### src/rtl/muldiv_pkg.sv
// Shared types for the iterative multiply/divide unit: FSM state and op encodings.
package muldiv_pkg;
  typedef enum logic [1:0] {
    IDLE = 2'd0,
    RUN  = 2'd1,
    DONE = 2'd2
  } state_t;

  localparam logic OP_MUL = 1'b0;
  localparam logic OP_DIV = 1'b1;
endpackage

### src/rtl/muldiv_seq.sv
// Iterative shift-add multiplier / restoring divider behind a start/busy/done handshake.
// Optional signed operation is enabled by defining MULDIV_SIGNED_EN.
module muldiv_seq
  import muldiv_pkg::*;
#(
  parameter int WIDTH = 16
) (
  input  logic             clk,
  input  logic             rst_n,
  input  logic             start,
  input  logic             op,
  input  logic [WIDTH-1:0] a,
  input  logic [WIDTH-1:0] b,
`ifdef MULDIV_SIGNED_EN
  input  logic             sgn,
`endif
  output logic             busy,
  output logic             done,
  output logic [WIDTH-1:0] result,
  output logic [WIDTH-1:0] overflow,
  output logic             div_by_zero
);

  localparam int CW = $clog2(WIDTH);

  state_t           state, state_n;
  logic [CW-1:0]    cnt;
  logic [WIDTH-1:0] hi, lo, opnd;
  logic             op_q, neg_q, negr_q;
  logic             sgn_i, dz, last;
  logic [WIDTH-1:0] a_mag, b_mag;

`ifdef MULDIV_SIGNED_EN
  assign sgn_i = sgn;
`else
  assign sgn_i = 1'b0;
`endif

  assign dz    = (op == OP_DIV) && (b == '0);
  assign last  = (cnt == CW'(WIDTH - 1));
  assign a_mag = (sgn_i && a[WIDTH-1]) ? -a : a;
  assign b_mag = (sgn_i && b[WIDTH-1]) ? -b : b;

  // One iteration step. hi holds the upper product half / partial remainder,
  // lo holds the multiplier being consumed / dividend shifting into quotient.
  logic [WIDTH:0]     msum;
  logic [WIDTH+1:0]   dtrial;
  logic [WIDTH-1:0]   hi_n, lo_n;

  always_comb begin
    msum   = {1'b0, hi} + (lo[0] ? {1'b0, opnd} : '0);
    dtrial = {1'b0, hi, lo[WIDTH-1]} - {2'b0, opnd};
    hi_n   = hi;
    lo_n   = lo;
    if (op_q == OP_MUL) begin
      hi_n = msum[WIDTH:1];
      lo_n = {msum[0], lo[WIDTH-1:1]};
    end else if (dtrial[WIDTH+1]) begin
      hi_n = {hi[WIDTH-2:0], lo[WIDTH-1]};
      lo_n = {lo[WIDTH-2:0], 1'b0};
    end else begin
      hi_n = dtrial[WIDTH-1:0];
      lo_n = {lo[WIDTH-2:0], 1'b1};
    end
  end

  // Sign fix-up applied to the final iteration so it costs no extra cycle.
  logic [2*WIDTH-1:0] prod, prod_s;
  logic [WIDTH-1:0]   quo_s, rem_s, res_n, ovf_n;

  always_comb begin
    prod   = {hi_n, lo_n};
    prod_s = neg_q ? -prod : prod;
    quo_s  = neg_q ? -lo_n : lo_n;
    rem_s  = negr_q ? -hi_n : hi_n;
    if (op_q == OP_MUL) begin
      res_n = prod_s[WIDTH-1:0];
      ovf_n = prod_s[2*WIDTH-1:WIDTH];
    end else begin
      res_n = quo_s;
      ovf_n = rem_s;
    end
  end

  always_ff @(posedge clk or negedge rst_n) begin
    if (!rst_n) state <= IDLE;
    else        state <= state_n;
  end

  always_comb begin
    state_n = state;
    case (state)
      IDLE:    if (start) state_n = dz ? DONE : RUN;
      RUN:     if (last)  state_n = DONE;
      DONE:    state_n = IDLE;
      default: state_n = IDLE;
    endcase
  end

  always_comb begin
    busy = (state == RUN);
    done = (state == DONE);
  end

  always_ff @(posedge clk or negedge rst_n) begin
    if (!rst_n) begin
      cnt         <= '0;
      hi          <= '0;
      lo          <= '0;
      opnd        <= '0;
      op_q        <= OP_MUL;
      neg_q       <= 1'b0;
      negr_q      <= 1'b0;
      result      <= '0;
      overflow    <= '0;
      div_by_zero <= 1'b0;
    end else begin
      case (state)
        IDLE: if (start) begin
          op_q        <= op;
          cnt         <= '0;
          hi          <= '0;
          lo          <= a_mag;
          opnd        <= b_mag;
          neg_q       <= sgn_i & (a[WIDTH-1] ^ b[WIDTH-1]);
          negr_q      <= sgn_i & a[WIDTH-1] & (op == OP_DIV);
          div_by_zero <= dz;
          if (dz) begin
            result   <= '1;
            overflow <= a;
          end
        end
        RUN: begin
          hi  <= hi_n;
          lo  <= lo_n;
          cnt <= cnt + CW'(1);
          if (last) begin
            result   <= res_n;
            overflow <= ovf_n;
          end
        end
        default: ;
      endcase
    end
  end

endmodule

### config.mk
export PLATFORM = sky130hd
export DESIGN_NAME = muldiv_seq
export DESIGN_NICKNAME = d
export VERILOG_FILES = /design/src/rtl/muldiv_pkg.sv /design/src/rtl/muldiv_seq.sv
export SDC_FILE = /design/constraint.sdc
export NUM_CORES = 1
export LEC_CHECK = 0
export ABC_AREA = 1
export BUFFER_PORTS_ARGS = -buffer_cell sky130_fd_sc_hd__buf_2
export CORE_UTILIZATION = 35
export CTS_CLUSTER_DIAMETER = 120
export CTS_CLUSTER_SIZE = 16
export DETAILED_ROUTE_END_ITERATION = 10
export SLEW_MARGIN = 5
export SYNTH_ARGS = -nofsm -noshare
export SYNTH_HDL_FRONTEND = slang
export SYNTH_SLANG_ARGS = --single-unit
### constraint.sdc
create_clock -name clk -period 2.8 [get_ports clk]
set_clock_uncertainty 0.05 [all_clocks]
set_input_delay 0.56 -clock clk [delete_from_list [all_inputs] [get_ports clk]]
set_output_delay 0.56 -clock clk [all_outputs]
set_load 0.005 [all_outputs]
# == After elaboration in Yosys (flattened, before gate mapping) ==
# Index checks and enable logic that the tools add are counted.
# totals
in_bits,36
wordCells,49
register_bits,88
output_inout_bits,35
# classes
n_addsub,3
n_eq_ne,6
mux,23
n_reduce_logical,8
# ops
cell,count
$mux 16,12
$pmux 16 s2,4
$sub 17x16->18,1
$add 16x16->17,1
$logic_not 16->1,1
$pmux 4 s2,1
$mux 2,3
$reduce_and 2->1,3
$add 4x1->4 const B,1
$eq 4x4->1 const B,1
$mux 4,1
$ne 2x2->1 const B,2
$pmux 2 s2,1
$reduce_and 4->1,1
$eq 2x1->1 const B,1
$eq 2x2->1 const B,1
$logic_not 2->1,1
$ne 2x1->1 const B,1
$reduce_bool 2->1,1
$logic_and 1x1->1,1
$mux 1,1

# == Logic depth before layout (Yosys ltp) ==
# logic_depth
word_depth,5
depth_mapped,19
mapped_depth_nobuf,18

# == Worst setup path before layout ==
# No wires, ideal clock.
# synth_path
path_type,register to register
from,register lo[0]
to,register overflow[7]
n_path_buf,2
required_ns,2.628
synth_period_minus_slack_ns,2.282
setup_slack_ns,0.518
setup_ns,0.122
stages_incl_launch_ff,14
arrival_time_ns,2.110
path_cell_list,dfrtp_1 > clkbuf_1 > clkbuf_1 > nand2_1 > inv_1 > ha_1 > a21oi_1 > o21ai_0 > inv_1 > nand2_1 > xor2_1 > or2_2 > nand3_2 > a21oi_1
# synth_between
elab_chain_len,5
# synth_lines
item,line,rtl
from (decl),muldiv_seq.sv:28,"logic [WIDTH-1:0] hi, lo, opnd;"
from (signal assigned),muldiv_seq.sv:123,lo <= a_mag;
from (signal assigned),muldiv_seq.sv:135,lo <= lo_n;
$mux 16,muldiv_seq.sv:51,"msum = {1'b0, hi} + (lo[0] ? {1'b0, opnd} : '0);"
$add 16x16->17,muldiv_seq.sv:51,
$mux 16,muldiv_seq.sv:55,if (op_q == OP_MUL) begin
$mux 16,muldiv_seq.sv:137,if (last) begin
$pmux 16 s2,muldiv_seq.sv:118,case (state)
to (signal assigned),muldiv_seq.sv:139,overflow <= ovf_n;
to (decl),muldiv_seq.sv:20,"output logic [WIDTH-1:0] overflow,"
# No other way between the ends. The select of a mux whose other input is x is not followed.
# A chain may end at the register's enable or synchronous reset.

# == Worst setup path in the final report ==
# layout_path
from,register hi[0]
to,register overflow[13]
# layout_between
elab_chain_len,5
elab_cells_between_ends,6
classes_between,add/sub (2); mux (4)
# layout_lines
item,line,rtl
from (decl),muldiv_seq.sv:28,
from (signal assigned),muldiv_seq.sv:134,hi <= hi_n;
$sub 17x16->18,muldiv_seq.sv:52,"dtrial = {1'b0, hi, lo[WIDTH-1]} - {2'b0, opnd};"
$mux 16,muldiv_seq.sv:58,end else if (dtrial[WIDTH+1]) begin
$mux 16 (*),muldiv_seq.sv:55,
$mux 16 (*),muldiv_seq.sv:137,
$pmux 16 s2 (*),muldiv_seq.sv:118,
# Mark *: on every way between the ends. The rest lies on a longest branch, timed or not. The select of a mux whose other input is x is not followed.

==> metrics.csv <==
metric;value;unit
fraction of layout cells with a size suffix above 1;14.8;%
Post-Synthesis Cells;852;
total power;10.5;mW
Vias;5810;
Core Region;16600;um2
NumNets Final;996;
dpl hpwl;13600;um
Synth Register Bits;88;
Slew @ Worst Pin;680;ps
endpoints failing setup;0;
Reg-to-Reg End;overflow[13]$_DFFE_PN0P_;
Worst Path Max Fanout;5;
Place WS;269;ps
crit path DAT;2730;ps
Lkg Pwr;3.72;nW
Final GP Congestion;0.916;
fin area;7000;um2
top post-synthesis cells by area;dfrtp_1 37%, nand2_1 16%, ha_1 6.9%;
placed insts;1134;
Critical R2R Launch;hi[0]$_DFFE_PN0P_;
Worst setup EP type;register;
min Tclk post-route;2500;ps
worst skew pair latency;350;ps
Antenna Nets Post-Route;0;
die height;133;um
FF-to-FF path depth;16;
area grow syn2layout;16.5;%
status;finished clean;
WL final;17800;um
RSZ-0062 raised after global routing;false;
Post-CTS Hold Buffers;0;
final cell count without fillers;1147;
Final Hold Fails;0;
Bufs on Longest Clock Path;2;
register area share after synthesis;36.7;%
1st-pass router iterations;5;
DIE AREA;17700;um2
FMAX;0.400;GHz
reg2reg setup slack;300;ps
clock sinks;88;
clock-pin slew on the worst setup and hold paths;60;ps
CTS Buf Count;9;
Synth Area per Inst;7.05;um2
Final Max Tran Viols;0;
Initial Util;36.1;%
GRT Overall Usage;21.9;%
Ys Warns;0;
largest net degree at the start of global routing;41;
CP startpoint kind;register;
Worst Path Required;3030;ps
CTS tree;done;
Post-CTS Setup Bufs;0;
Distinct cells, synth;41;
period utilization;89.3;%
post_cts resized;0;
I/O Buffers;70;
Overflow after GRT;0;
# diodes;0;
Peak supply drop;0.569;mV
Syn Nets;923;
Post-Synthesis Cell Area;6010;um2
global-route wire length before repair;30200;um
first-iteration detailed-routing DRC count;349;
Worst Setup SP;hi[0]$_DFFE_PN0P_;
Ports;71;
die width;133;um
DRC viols;0;
vias in the first global route;5868;
initial antenna violation count;0;
Hold/Removal Path Class;input port to asynchronous set/reset pin;
H-tree Lvls;3;
wire length per cell;15.6;um
critical path class;register to register;
placed instance area;6690;um2
vias per cell;5.07;
Max-slew headroom;54.2;%
Rows;47;
clock root buffer;clkbuf_16;
final worst slack;298;ps
max_cap viols;0;
Power Density;1500;nW/um2
Synth top area share;36.7;%
setup TNS;0;ps
Synth area leader;dfrtp_1;
final core occ;42.1;%
worst hold margin;106;ps
[final cells by class]
type	count	area (um2)
Sequential cell	88	2200
Clock inverter	3	68.8
Clock buffer	10	239
Fill cell	1749	9640
Multi-Input combinational cell	617	3230
Timing Repair Buffer	92	547
Tap cell	220	275
Inverter	117	439
[registers in the layout (all words and copies together), names as in the netlist]
register and cells:
opnd 16, overflow 16, result 16, cnt 4, lo 16, op_q 1
state 2, div_by_zero 1, hi 16
[cells in the mapped netlist, drive strengths merged]
library cell	number
inv	116
xor2	10
nand4	8
clkbuf	20
clkinv	1
a22o	1
o21a	2
and2	2
buf	10
o221a	1
o21ai	64
nand3b	3
a21oi	63
o21bai	2
a31oi	6
nor3	5
a21o	3
fa	2
nand3	62
o221ai	1
o211ai	20
nor2	57
ha	33
nand2	265
dfrtp	88
or2	2
xnor2	3
nor4	2
[worst max-delay path, cell delays in order, from the launching register on]
cell and delay (ps):
dfrtp_1 490, ha_1 270, inv_1 80, fa_1 360, inv_1 90, nand3_1 80, nand2_2 130, nand2_1 60
nand2_1 140, nand3_1 130, nand2_1 90, nand2_1 50, nand3_1 60, nand2_1 90, inv_1 60, nand2_1 70
a21oi_1 120
[how the worst max path moves through the flow]
stage	endpoint	slack, ps
after global routing	overflow[13]$_DFFE_PN0P_	6
after floorplan	overflow[7]$_DFFE_PN0P_	520
final	overflow[13]$_DFFE_PN0P_	300
after global placement	result[1]$_DFFE_PN0P_	240
after CTS	overflow[13]$_DFFE_PN0P_	260
after detailed placement	result[4]$_DFFE_PN0P_	270
[cell families (layout without fill, tap and decap cells)]
family	after synthesis	after routing	synth area share, %
xor+xnor	13	13	1.90
buf+inv	147	222	9.62
simple gates	406	406	28.9
flops	88	88	36.7
fa+ha+maj	35	35	7.54
compound gates	163	163	15.4
[routing by layer]
metal | vias up | GRT usage [%] | part of all wire (%)
met5 | - | 0 | 0
met4 | 0 | 8.11 | 2.5
met3 | 31 | 5.02 | 6.1
met2 | 165 | 34.2 | 45
met1 | 2713 | 29.3 | 46
li1 | 2901 | - | -
[power by group]
group,internal (mW),leakage (nW),switching [mW]
Combinational,2.45,2.52,4.40
Clock,0.793,0.150,0.517
Sequential,1.91,1.05,0.434
[cells in the final DEF (no fill, tap or decap), drive strengths merged]
cell type and instances:
and2 2, nor2 57, nor3 5, or2 2, fa 2, buf 92
a22o 1, nand3b 3, a21o 3, dfrtp 88, o21ai 64, nor4 2
ha 33, nand2 265, o221ai 1, o21a 2, clkinv 2, xor2 10
clkbuf 10, nand4 8, inv 116, xnor2 3, o21bai 2, o221a 1
a21oi 63, bufinv 2, o211ai 20, a31oi 6, nand3 62
Note: power is estimated with default switching activity, not from simulation.
